[src/rtl/mc_ctrl_if.sv]
// Shared memory port between the mc_ctrl sequencer (master) and the
// instruction/data memory (slave): request, write qualifier, address select, ack.
interface mc_ctrl_if;
    logic mem_req;
    logic mem_we;
    logic iord;
    logic mem_ack;

    modport master (output mem_req, output mem_we, output iord, input mem_ack);
    modport slave  (input mem_req, input mem_we, input iord, output mem_ack);
endinterface

[src/rtl/mc_ctrl.sv]
// Multi-cycle MIPS control sequencer with a shared memory port handshake.
// Optional performance counters are enabled by defining MC_CTRL_PERF_EN.
//
// state    | meaning
// ---------+--------------------------------------------------------------
// S_FETCH  | request instruction word; IR/PC written on mem_ack
// S_DECODE | classify opcode/funct; nop retires here, illegal -> S_HALT
// S_EXEC   | ALU / branch / jump controls
// S_MEM    | data access for lw/lb/sw, held until mem_ack
// S_WB     | register file write-back
// S_HALT   | illegal instruction seen; only reset leaves
module mc_ctrl (
    input  logic              clk,
    input  logic              reset,
    input  logic [5:0]        opcode,
    input  logic [5:0]        funct,
    input  logic              zero,
    mc_ctrl_if.master         mem,
    output logic              ir_we,
    output logic              pc_we,
    output logic              reg_we,
    output logic [2:0]        alu_op,
    output logic              alu_src,
    output logic [1:0]        ext_op,
    output logic [1:0]        reg_dst,
    output logic [2:0]        mem2reg,
    output logic [2:0]        npc_sel,
    output logic              halted,
    output logic [31:0]       instr_retired,
    output logic [31:0]       cycle_count
);

    typedef enum logic [2:0] {
        S_FETCH, S_DECODE, S_EXEC, S_MEM, S_WB, S_HALT
    } state_t;

    typedef enum logic [3:0] {
        I_NOP, I_ADDU, I_SUBU, I_ORI, I_LUI, I_LW, I_LB, I_SW,
        I_BEQ, I_J, I_JAL, I_JR, I_ILL
    } instr_t;

    state_t state, state_nx;
    instr_t instr;
    logic   req, we, iord_c;

    always_comb begin
        instr = I_ILL;
        case (opcode)
            6'b000000: begin
                case (funct)
                    6'b100001: instr = I_ADDU;
                    6'b100011: instr = I_SUBU;
                    6'b001000: instr = I_JR;
                    6'b000000: instr = I_NOP;
                    default:   instr = I_ILL;
                endcase
            end
            6'b001101: instr = I_ORI;
            6'b001111: instr = I_LUI;
            6'b100011: instr = I_LW;
            6'b100000: instr = I_LB;
            6'b101011: instr = I_SW;
            6'b000100: instr = I_BEQ;
            6'b000010: instr = I_J;
            6'b000011: instr = I_JAL;
            default:   instr = I_ILL;
        endcase
    end

    always_ff @(posedge clk) begin
        if (!reset) state <= S_FETCH;
        else        state <= state_nx;
    end

    always_comb begin
        state_nx = state;
        req      = 1'b0;
        we       = 1'b0;
        iord_c   = 1'b0;
        ir_we    = 1'b0;
        pc_we    = 1'b0;
        reg_we   = 1'b0;
        alu_op   = 3'd0;
        alu_src  = 1'b0;
        ext_op   = 2'd0;
        reg_dst  = 2'd0;
        mem2reg  = 3'd0;
        npc_sel  = 3'd0;
        case (state)
            S_FETCH: begin
                req = 1'b1;
                if (mem.mem_ack) begin
                    ir_we    = 1'b1;
                    pc_we    = 1'b1;
                    state_nx = S_DECODE;
                end
            end
            S_DECODE: begin
                case (instr)
                    I_NOP:   state_nx = S_FETCH;
                    I_ILL:   state_nx = S_HALT;
                    default: state_nx = S_EXEC;
                endcase
            end
            S_EXEC: begin
                state_nx = S_FETCH;
                case (instr)
                    I_ADDU: state_nx = S_WB;
                    I_SUBU: begin alu_op = 3'd1; state_nx = S_WB; end
                    I_ORI: begin
                        alu_op = 3'd2; alu_src = 1'b1; state_nx = S_WB;
                    end
                    I_LUI: begin
                        alu_src = 1'b1; ext_op = 2'd2; state_nx = S_WB;
                    end
                    I_LW, I_LB, I_SW: begin
                        alu_src = 1'b1; ext_op = 2'd1; state_nx = S_MEM;
                    end
                    I_BEQ: begin
                        alu_op = 3'd1; ext_op = 2'd1; npc_sel = 3'd1; pc_we = zero;
                    end
                    I_J:   begin pc_we = 1'b1; npc_sel = 3'd2; end
                    I_JAL: begin
                        pc_we = 1'b1; npc_sel = 3'd2;
                        reg_we = 1'b1; reg_dst = 2'd2; mem2reg = 3'd3;
                    end
                    I_JR:  begin pc_we = 1'b1; npc_sel = 3'd3; end
                    default: state_nx = S_FETCH;
                endcase
            end
            S_MEM: begin
                // address computation stays on the ALU while the access is pending
                req     = 1'b1;
                iord_c  = 1'b1;
                we      = (instr == I_SW);
                alu_src = 1'b1;
                ext_op  = 2'd1;
                if (mem.mem_ack) state_nx = (instr == I_SW) ? S_FETCH : S_WB;
            end
            S_WB: begin
                reg_we   = 1'b1;
                state_nx = S_FETCH;
                case (instr)
                    I_ADDU, I_SUBU: reg_dst = 2'd1;
                    I_LUI:  begin ext_op = 2'd2; mem2reg = 3'd2; end
                    I_LW:   mem2reg = 3'd1;
                    I_LB:   mem2reg = 3'd4;
                    default: ;
                endcase
            end
            S_HALT:  state_nx = S_HALT;
            default: state_nx = S_FETCH;
        endcase
        if (!reset) begin
            req     = 1'b0;
            we      = 1'b0;
            iord_c  = 1'b0;
            ir_we   = 1'b0;
            pc_we   = 1'b0;
            reg_we  = 1'b0;
            alu_op  = 3'd0;
            alu_src = 1'b0;
            ext_op  = 2'd0;
            reg_dst = 2'd0;
            mem2reg = 3'd0;
            npc_sel = 3'd0;
        end
    end

    assign mem.mem_req = req;
    assign mem.mem_we  = we;
    assign mem.iord    = iord_c;
    assign halted      = (state == S_HALT);

`ifdef MC_CTRL_PERF_EN
    logic [31:0] cyc_q, ret_q;
    logic        retire;

    assign retire = (state_nx == S_FETCH) &&
                    (state inside {S_DECODE, S_EXEC, S_MEM, S_WB});

    always_ff @(posedge clk) begin
        if (!reset) begin
            cyc_q <= 32'd0;
            ret_q <= 32'd0;
        end else begin
            cyc_q <= cyc_q + 32'd1;
            if (retire) ret_q <= ret_q + 32'd1;
        end
    end

    assign cycle_count   = cyc_q;
    assign instr_retired = ret_q;
`else
    assign cycle_count   = 32'd0;
    assign instr_retired = 32'd0;
`endif

endmodule

[src/flat_wrapper.sv]
// flat-port wrapper written by rule: the top's interface ports become plain ports
module mc_ctrl_flat 
  (clk, reset, opcode, funct, zero, ir_we, pc_we, reg_we, alu_op, alu_src, ext_op, reg_dst, mem2reg, npc_sel, halted, instr_retired, cycle_count, mem_mem_req, mem_mem_we, mem_iord, mem_mem_ack);
  mc_ctrl_if mem_i ();
  input  logic clk;
  input  logic reset;
  input  logic [5:0] opcode;
  input  logic [5:0] funct;
  input  logic zero;
  output logic ir_we;
  output logic pc_we;
  output logic reg_we;
  output logic [2:0] alu_op;
  output logic alu_src;
  output logic [1:0] ext_op;
  output logic [1:0] reg_dst;
  output logic [2:0] mem2reg;
  output logic [2:0] npc_sel;
  output logic halted;
  output logic [31:0] instr_retired;
  output logic [31:0] cycle_count;
  output wire logic [$bits(mem_i.mem_req)-1:0] mem_mem_req;
  output wire logic [$bits(mem_i.mem_we)-1:0] mem_mem_we;
  output wire logic [$bits(mem_i.iord)-1:0] mem_iord;
  input wire logic [$bits(mem_i.mem_ack)-1:0] mem_mem_ack;
  assign mem_mem_req = mem_i.mem_req;
  assign mem_mem_we = mem_i.mem_we;
  assign mem_iord = mem_i.iord;
  assign mem_i.mem_ack = mem_mem_ack;
  mc_ctrl u_core (.clk(clk), .reset(reset), .opcode(opcode), .funct(funct), .zero(zero), .mem(mem_i), .ir_we(ir_we), .pc_we(pc_we), .reg_we(reg_we), .alu_op(alu_op), .alu_src(alu_src), .ext_op(ext_op), .reg_dst(reg_dst), .mem2reg(mem2reg), .npc_sel(npc_sel), .halted(halted), .instr_retired(instr_retired), .cycle_count(cycle_count));
endmodule
[config.mk]
export PLATFORM = sky130hd
export DESIGN_NAME = mc_ctrl_flat
export DESIGN_NICKNAME = d
export VERILOG_FILES = /design/src/rtl/mc_ctrl_if.sv /design/src/rtl/mc_ctrl.sv /design/src/flat_wrapper.sv
export SDC_FILE = /design/constraint.sdc
export NUM_CORES = 1
export LEC_CHECK = 0
export ABC_CLOCK_PERIOD_IN_PS = 2500
export BUFFER_PORTS_ARGS = -buffer_cell sky130_fd_sc_hd__buf_2
export CAP_MARGIN = 20
export CORE_ASPECT_RATIO = 1.1
export CORE_MARGIN = 3
export CORE_UTILIZATION = 40
export CTS_CLUSTER_DIAMETER = 150
export DETAILED_ROUTE_END_ITERATION = 8
export PLACE_DENSITY_LB_ADDON = 0.2
export SLEW_MARGIN = 0
export SYNTH_ARGS = -nofsm -noshare
export SYNTH_HDL_FRONTEND = slang
export SYNTH_SLANG_ARGS = --single-unit
[constraint.sdc]
create_clock -name clk -period 2.5 [get_ports clk]
set_clock_uncertainty 0.15 [all_clocks]
set_input_delay 0.25 -clock clk [delete_from_list [all_inputs] [get_ports clk]]
set_output_delay 0.25 -clock clk [all_outputs]
set_load 0.01 [all_outputs]
==> qor.yml <==
outcome:
  status: "complete, no violations"
drt:
  drtAntennaViolNets: 0
  via_count: 1279
  wirelength_um: 3040
  vias_per_cell: 4.72
  first_iter_violations: 60
  wl_per_cell_um: 11.2
  drc: 0
  firstDrtPassIters: 4
place:
  dpl.hpwl_um: 2570
  dp_slack_ns: 0.0592
  placed_cell_area_mm2: 0.00139
  gp_congestion: 0.838
  port_buffers: 34
critical_path:
  critPathBufInv: 2
  rr_worst_depth: 3
  path_class: "primary input to output port"
  critical_path_arrival_ns: 2.04
  crit_fanout: 9
  cp.required_ns: 2.10
  crit_path_top_delay_cell: "a2111o_1"
  crit_top_cell: "buf_2"
  path_delay_family: "simple AND/OR/NAND/NOR gates"
  path_depth: 7
  cpPeakStageDelay_ns: 0.46
  path_cells: "buf_2, or3b_1, a2111o_1, a21o_1, or3b_4, o21ai_2, buf_2"
  cp-start-kind: "primary input"
  end_kind: "output port"
global_routing:
  globalRouteMet3Util: 0.0194
  use_met2: 0.241
  top_usage_layer: "met2"
  first_global_vias: 1020
  grt_remaining_overflow: 0
  grt.total_usage: 0.145
  antenna_found_initial: 0
  grt_use_met1: 0.195
  grt_pass1_wl_um: 4590
  grt_max_degree: 12
layout:
  final_layout_size_suffix_gt1_frac: 0.266
  largest_reg_flops: 3
  top_register: "u_core.state"
  biggestRegsByFlops: "u_core.state: 3 flops"
  nNetsFinal: 254
  antenna_cells: 0
  utilization: 0.451
  syn_to_final_growth_pct: 5.92
  design_area_mm2: 0.00141
clock_network:
  cts-buffers-inserted: 3
  cts_max_level: 1
  clock_sinks: 3
  clock_path_buffers: 2
  clock_latency_ns: 0.24
  clkTransAtPathRegs_ns: 0.04
  cts_setup_buffers: 0
  hold_buffers: 0
  ctsResizeCount: 0
  root_buffer: "clkbuf_4"
  cts_tree: "built"
power:
  leakage_nw: 0.777
  pwr_density_cell_mw_per_mm2: 216
  vdd_drop_max_mv: 0.0769
  power_mw: 0.305
floorplan:
  io_pins: 101
  start_util: 0.426
  num_rows: 21
  die_area_mm2: 0.00406
  die_width_um: 61.0
  core_mm2: 0.00313
  die_y_um: 66.5
job:
  drv_cap: 0
sta:
  finalSetupViolations: 0
  fmax_mhz: 409
  tns_ns: 0
  slew_violations: 0
  hold_viol: 0
  timing.final.ws_setup_ns: 0.0575
  fin_crit_sh: 0.977
  rsz0062_at_grt: "no"
  min_period_ns: 2.44
synth:
  synthArstFlopShare: 0
  yosys-top-cells-area: "buf_4, dfxtp_1, nand2_1"
  synth_top_cell_by_area: "buf_4"
  synth_warnings: 0
  synth.ff_latch_count: 3
  synth_ff_type: "dfxtp_1"
  ys_seq_area_frac: 0.0451
  syn_area_mm2: 0.00133
  synth_area_per_cell_um2: 7.01
  synth_cells: 190
  synth_edf_count: 0
  synthDistinctLibCells: 51
  yosysTopAreaCellShare: 0.372
min_path:
  hold_depth: 2
  hp-class: "primary input to register"
## synthesized netlist by cell type (2+ instances only)
cell      number
a211o_1        2
a21o_1         2
a21oi_1        7
and2_1         4
and3_1         5
and4b_1        3
buf_2          2
buf_4         66
clkbuf_1       4
dfxtp_1        3
inv_1          2
mux2i_1        2
nand2_1       15
nand2b_1       4
nand3_1        4
nand4_1        2
nor2_1        10
nor2b_1        3
nor3_1         3
nor3b_1        2
nor4_2         2
nor4b_1        2
o211ai_1       4
o21ai_0        6
o21ai_1        2
or3_1          4
## area by class of cell
class | count | area [um^2]
Fill cell | 350 | 1720
Multi-Input combinational cell | 177 | 977
Timing Repair Buffer | 51 | 298
Sequential cell | 3 | 60.1
Tap cell | 34 | 42.5
Clock buffer | 4 | 26.3
Inverter | 2 | 7.51
## worst paths after layout
path / slack [ns] / startpoint / end
max: 0.06 / opcode[0] / mem2reg[0]
min: 0.17 / reset / u_core.state[0]$_SDFFE_PN0P_
max reg2reg: 0.96 / u_core.state[2]$_SDFFE_PN0P_ / u_core.state[0]$_SDFFE_PN0P_
min reg2reg: 0.55 / u_core.state[0]$_SDFFE_PN0P_ / u_core.state[0]$_SDFFE_PN0P_
## report_power, final
part,internal (mW),switching (mW)
Clock,0.0600,0.0283
Sequential,0.0508,0.00595
Combinational,0.0514,0.109
Total,0.162,0.143
## cells in the final DEF, fill, tap and decap left out, types with 2 or more instances in the layout
cell type | netlist | final
or3_1 | 4 | 4
mux2i_1 | 2 | 2
a21oi_1 | 7 | 7
a21o_1 | 2 | 2
clkbuf_4 | 0 | 3
o21ai_0 | 6 | 6
and4b_1 | 3 | 3
conb_1 | 1 | 66
buf_4 | 66 | 17
o211ai_1 | 4 | 4
and3_1 | 5 | 5
nand3_1 | 4 | 4
nand2_1 | 15 | 15
nor3b_1 | 2 | 2
buf_2 | 2 | 34
nor4_2 | 2 | 2
inv_1 | 2 | 2
and2_1 | 4 | 4
nor4b_1 | 2 | 2
nor2_1 | 10 | 10
a211o_1 | 2 | 2
nand2b_1 | 4 | 4
dfxtp_1 | 3 | 3
nor3_1 | 3 | 3
o21ai_1 | 2 | 2
nor2b_1 | 3 | 3
nand4_1 | 2 | 2
## cell families after synthesis
| logic type | count (synthesis) | synth area share |
|---|---|---|
| buffers and inverters | 75 | 0.405 |
| AND/OR/NAND/NOR | 72 | 0.322 |
| AO/OA/AOI/OAI | 36 | 0.204 |
| flip-flops | 3 | 0.0451 |
| multiplexers | 2 | 0.0150 |
| XOR/XNOR | 1 | 0.00657 |
| other | 1 | 0.00281 |
## per-layer routing
metal	up-vias	wire length (um)
met1	564	1250
met3	4	276
met2	70	1490
met4	0	25
met5	-	0
li1	641	-
## stage by stage
| stage | cells | hold WS [ns] |
|---|---|---|
| 6_report | 271 | 0.168 |
| 5_1_grt | 271 | 0.179 |
| 4_1_cts | 271 | 0.162 |
| 3_5_place_dp | 267 | 0.410 |
| 3_3_place_gp | 267 | 0.412 |
| 2_1_floorplan | 255 | 0.233 |
Power figures use the tool's default switching activity.
